[config.mk]
export PLATFORM = sky130hd
export DESIGN_NAME = keypad_scanner
export DESIGN_NICKNAME = d
export VERILOG_FILES = /design/src/rtl/keypad_pkg.sv /design/src/rtl/sync_2ff.sv /design/src/rtl/keypad_scanner.sv
export SDC_FILE = /design/constraint.sdc
export NUM_CORES = 1
export LEC_CHECK = 0
export CAP_MARGIN = 20
export CORE_AREA = 2 2 83 85
export CTS_CLUSTER_SIZE = 8
export DETAILED_ROUTE_END_ITERATION = 16
export DIE_AREA = 0 0 85 87
export GPL_ROUTABILITY_DRIVEN = 1
export PLACE_DENSITY_LB_ADDON = 0.25
export SETUP_SLACK_MARGIN = 0.02
export SKIP_CTS_REPAIR_TIMING = 1
export SYNTH_ARGS = -nofsm -noshare
export SYNTH_HDL_FRONTEND = slang
export SYNTH_SLANG_ARGS = --single-unit
[constraint.sdc]
create_clock -name clk -period 2.1 [get_ports clk]
set_input_delay 0.42 -clock clk [delete_from_list [all_inputs] [get_ports clk]]
set_output_delay 0.42 -clock clk [all_outputs]
set_load 0.05 [all_outputs]
[src/rtl/keypad_pkg.sv]
// Shared types, key map and decode helpers for the 4x4 keypad scanner.
package keypad_pkg;

    typedef enum logic [0:0] {
        ST_SCAN = 1'b0,
        ST_HOLD = 1'b1
    } state_t;

    localparam logic [3:0] COL_RESET = 4'b1110;

    // Indexed by {row, col}; entry 0 (rightmost) is row0/col0.
    localparam logic [15:0][3:0] KEY_MAP = {
        4'hD, 4'hF, 4'h0, 4'hE,
        4'hC, 4'h9, 4'h8, 4'h7,
        4'hB, 4'h6, 4'h5, 4'h4,
        4'hA, 4'h3, 4'h2, 4'h1
    };

    function automatic logic single_low(input logic [3:0] v);
        logic hit;
        case (v)
            4'b1110, 4'b1101, 4'b1011, 4'b0111: hit = 1'b1;
            default:                            hit = 1'b0;
        endcase
        return hit;
    endfunction

    function automatic logic [1:0] low_index(input logic [3:0] v);
        logic [1:0] idx;
        case (v)
            4'b1110: idx = 2'd0;
            4'b1101: idx = 2'd1;
            4'b1011: idx = 2'd2;
            4'b0111: idx = 2'd3;
            default: idx = 2'd0;
        endcase
        return idx;
    endfunction

endpackage

[src/rtl/sync_2ff.sv]
// Two-flop synchronizer for asynchronous inputs; resets to all ones (idle rows).
module sync_2ff #(
    parameter int WIDTH = 4
) (
    input  logic             clk,
    input  logic             reset,
    input  logic [WIDTH-1:0] d,
    output logic [WIDTH-1:0] q
);

    logic [WIDTH-1:0] meta_r;
    logic [WIDTH-1:0] sync_r;

    // Two-stage capture of the asynchronous input.
    always_ff @(posedge clk or posedge reset) begin
        if (reset) begin
            meta_r <= {WIDTH{1'b1}};
            sync_r <= {WIDTH{1'b1}};
        end else begin
            meta_r <= d;
            sync_r <= meta_r;
        end
    end

    assign q = sync_r;

endmodule

[src/rtl/keypad_scanner.sv]
// 4x4 matrix keypad scanner: rotates an active-low column drive and latches
// the first single-row hit, holding it until every row is released.
module keypad_scanner
    import keypad_pkg::*;
#(
    parameter int SCAN_DIV = 960000
) (
    input  logic       clk,
    input  logic       reset,
    input  logic [3:0] rows,
    output logic [3:0] cols,
    output logic [3:0] key_code,
    output logic       key_pressed
);

    localparam logic [19:0] LAST_CNT = 20'(SCAN_DIV - 1);

    logic [3:0]  rows_sync;
    logic [19:0] cnt_r;
    state_t      state_r;
    logic [3:0]  cols_r;
    logic [3:0]  key_code_r;
    logic        key_pressed_r;

    logic        last_s;
    logic        one_low_s;
    logic [3:0]  cols_next_s;
    logic [1:0]  row_idx_s;
    logic [1:0]  col_idx_s;

    sync_2ff #(.WIDTH(4)) u_sync (
        .clk   (clk),
        .reset (reset),
        .d     (rows),
        .q     (rows_sync)
    );

    assign last_s      = (cnt_r == LAST_CNT);
    assign one_low_s   = single_low(rows_sync);
    assign row_idx_s   = low_index(rows_sync);
    assign col_idx_s   = low_index(cols_r);
    assign cols_next_s = {cols_r[2:0], cols_r[3]};

    // Free-running column period counter, independent of FSM state.
    always_ff @(posedge clk or posedge reset) begin
        if (reset) begin
            cnt_r <= 20'd0;
        end else if (last_s) begin
            cnt_r <= 20'd0;
        end else begin
            cnt_r <= cnt_r + 20'd1;
        end
    end

    // Scan/hold FSM; all decisions are taken only on the sampling cycle.
    always_ff @(posedge clk or posedge reset) begin
        if (reset) begin
            state_r       <= ST_SCAN;
            cols_r        <= COL_RESET;
            key_code_r    <= 4'h0;
            key_pressed_r <= 1'b0;
        end else begin
            case (state_r)
                ST_SCAN: begin
                    if (last_s) begin
                        if (one_low_s) begin
                            state_r       <= ST_HOLD;
                            key_pressed_r <= 1'b1;
                            key_code_r    <= KEY_MAP[{row_idx_s, col_idx_s}];
                        end else begin
                            cols_r <= cols_next_s;
                        end
                    end
                end
                ST_HOLD: begin
                    // Only a full release leaves HOLD; extra rows are ignored.
                    if (last_s && (rows_sync == 4'b1111)) begin
                        state_r       <= ST_SCAN;
                        key_pressed_r <= 1'b0;
                        cols_r        <= cols_next_s;
                    end
                end
                default: begin
                    state_r <= ST_SCAN;
                end
            endcase
        end
    end

    assign cols        = cols_r;
    assign key_code    = key_code_r;
    assign key_pressed = key_pressed_r;

endmodule

==> results of run 1 <==
[registers in the layout (all words and copies together) (netlist names)]
| register | count |
|---|---|
| cnt_r | 20 |
| cols | 4 |
| key_code | 4 |
| u_sync.meta_r | 4 |
| u_sync.q | 4 |
| key_pressed | 1 |
| state_r | 1 |
[through the flow]
step                      utilization  instances  area (sq um)
after floorplan                     -        162          1890
after detailed placement        0.325        257          2140
after global placement          0.325        257          2140
after global routing            0.351        267          2300
final                           0.351        267          2300
after CTS                       0.347        265          2280
[layer usage]
layer / track usage / up-vias / share of wire
met5: 0 / - / 0
met4: 0.0390 / 0 / 0.020
met3: 0.0284 / 4 / 0.037
met2: 0.158 / 17 / 0.43
met1: 0.127 / 571 / 0.51
li1: - / 608 / -
[power groups by stage]
stage / sequential (W) / combinational (W) / clock [W]
floorplan: 0.000765 / 0.0000350 / 0
global placement: 0.000767 / 0.0000525 / 0
detailed placement: 0.000767 / 0.0000528 / 0
CTS: 0.000753 / 0.0000528 / 0.000789
finish: 0.000753 / 0.0000503 / 0.000762
global route: 0.000755 / 0.0000580 / 0.000816
[layout by cell type, fill, tap and decap left out, drive strengths merged, types with 2 or more instances in the layout]
cell	instances
o21ai	3
xnor2	11
and4	2
ha	6
mux2i	4
clkdlybuf4s50	11
dfrtp	27
nor2	20
inv	8
a21oi	2
and3	4
dfstp	11
clkbuf	6
nand2	11
nor4	2
buf	8
or4	2
xor2	10
nand3	7
bufinv	2
nand4	5
mux2	12
[how the worst max path moves through the flow]
stage                     cells past startpoint     from  slack [ps]           to
after global routing                          7  cols[3]          30  key_code[1]
after global placement                        7  cols[3]         150  key_code[1]
after CTS                                     7  cols[3]          90  key_code[1]
final                                         1  cols[0]         140      cols[0]
after detailed placement                      7  cols[3]         110  key_code[1]
after floorplan                               7  cols[3]          70  key_code[1]
[kinds of logic after synthesis]
| family | Yosys count | synth area share |
|---|---|---|
| AO/OA/AOI/OAI | 10 | 0.0416 |
| XOR/XNOR | 21 | 0.0972 |
| buffers and inverters | 10 | 0.0225 |
| flip-flops | 38 | 0.510 |
| adder cells (fa/ha/maj) | 7 | 0.0449 |
| multiplexers | 16 | 0.0925 |
| AND/OR/NAND/NOR | 60 | 0.192 |
[cell type report]
type,count,area [sq um],share of cell area
clock inverter,2,60.1,0.0261
tap,80,100,0.0435
clock buffer,6,82.6,0.0359
inverter,8,30.0,0.0130
sequential,38,965,0.419
timing repair buffer,19,170,0.0739
multi-input combinational,114,896,0.389
==> impl_metrics.json, run 1 <==
{
  "synth_top_area_share": 0.357,
  "drive_gt1_frac": 0.283,
  "worstReg2RegEnd": "key_code[1]",
  "vias_per_cell": 4.49,
  "p_sw_w": 0.000290,
  "yosysSeqAreaShare": 0.510,
  "fp.dieW_microns": 85,
  "reg2reg_slack_ps": 190,
  "dp_slack_ps": 106,
  "place_congestion": 0.753,
  "min_to": "u_sync.q[2]",
  "yosysMostFrequentCell": "dfrtp_1",
  "antenna_cells": 0,
  "fillCellCount": 664,
  "status": "complete, no violations",
  "critPathLaunchType": "flop",
  "antenna_found_initial": 0,
  "fin_tns_setup_ps": 0,
  "finalCritPeriodShare": 0.933,
  "start_util": 0.288,
  "grt_max_degree": 39,
  "worstSkewPairLatency_ps": 280,
  "p_comb_frac": 0.032,
  "crit_chain": "clkdlybuf4s50_1",
  "die_h_microns": 87,
  "nets": 198,
  "cts_buffer_depth": 2,
  "first_pass_iters": 4,
  "worstHoldStart": "u_sync.meta_r[2]",
  "post-dp-hpwl_microns": 2240,
  "worst_slack_ps": 141,
  "endpoint_kind": "output pin",
  "vdd_drop_max_mv": 0.363,
  "cts_sinks": 38,
  "pwr-share-clk": 0.487,
  "rsz0062_at_grt": "false",
  "async_flop_share": 1.00,
  "core_area_sq_um": 6570,
  "hold_depth": 0,
  "track_usage": 0.0990,
  "syn_inst": 162,
  "whs_ps": 357,
  "fin_skew_ps": 2.46,
  "crit_path_max_fanout": 5,
  "ios": 15,
  "detail_route.wl_per_cell_microns": 11.8,
  "hold_viol": 0,
  "arrival_ps": 1540,
  "synthTopCellsByArea": "dfrtp_1 36%, dfstp_2 15%, mux2_2 7.1%",
  "cts_made_buffers": 5,
  "die-area_sq_um": 7400,
  "avgSynthCellArea_sq_um": 11.7,
  "critPathKind": "reg2out",
  "setup_viol": 0,
  "switching_share": 0.185,
  "max_cap_violations": 0,
  "fp-row-count": 30,
  "synthesis.nets": 174,
  "min_period_ps": 1960,
  "synth_top_area_cell": "dfrtp_1",
  "fmax_mhz": 510,
  "hold_path.class": "reg2reg",
  "drtIter0Drc": 45,
  "ant_nets": 0,
  "synthTopCellsByCount": "27 x dfrtp_1, 18 x nor2_1, 12 x mux2_2",
  "synth_edf_count": 0,
  "cts_tree": "yes",
  "htree_levels": 2,
  "internal_power_w": 0.00128,
  "vias": 1200,
  "slew_violations": 0,
  "crit_family": "buffers and inverters",
  "ys_warn_count": 0,
  "pwr-share-seq": 0.481,
  "powerDensity_nw_per_um2": 680,
  "synth-main-ff-cell": "dfrtp_1",
  "clkSlewWorstSetupHoldPaths_ps": 70,
  "numPortBuffers": 14,
  "area_growth_pct": 21.7,
  "slowest_stage": "clkdlybuf4s50_1",
  "timing.rr.start": "cols[3]",
  "synth.distinct_cells": 39,
  "cts-root-buf": "clkbuf_8",
  "grt_overflow_total": 0,
  "cp_num_buf_inv": 1,
  "p_total_w": 0.00157,
  "worstRegToRegCells": 7,
  "slowest_delay_ps": 830,
  "grt_pass1_wl_microns": 5720,
  "tightest_slew_ps": 505,
  "slew_headroom": 0.662,
  "drc": 0,
  "worstPathRequired_ps": 1680,
  "synth_seq_cells": 38,
  "netlist_area_sq_um": 1890,
  "grt_pass1_vias": 1237,
  "power.leakage_nw": 1.04,
  "wirelength_microns": 3150
}
No activity file was read; power rests on OpenSTA's default activity.
==> run 2: changes to the inputs <==
ABC_CLOCK_PERIOD_IN_PS = 2100   (was not set)
==> results of run 2 <==
Final layout, timing and power as in run 1 (identical DEF).
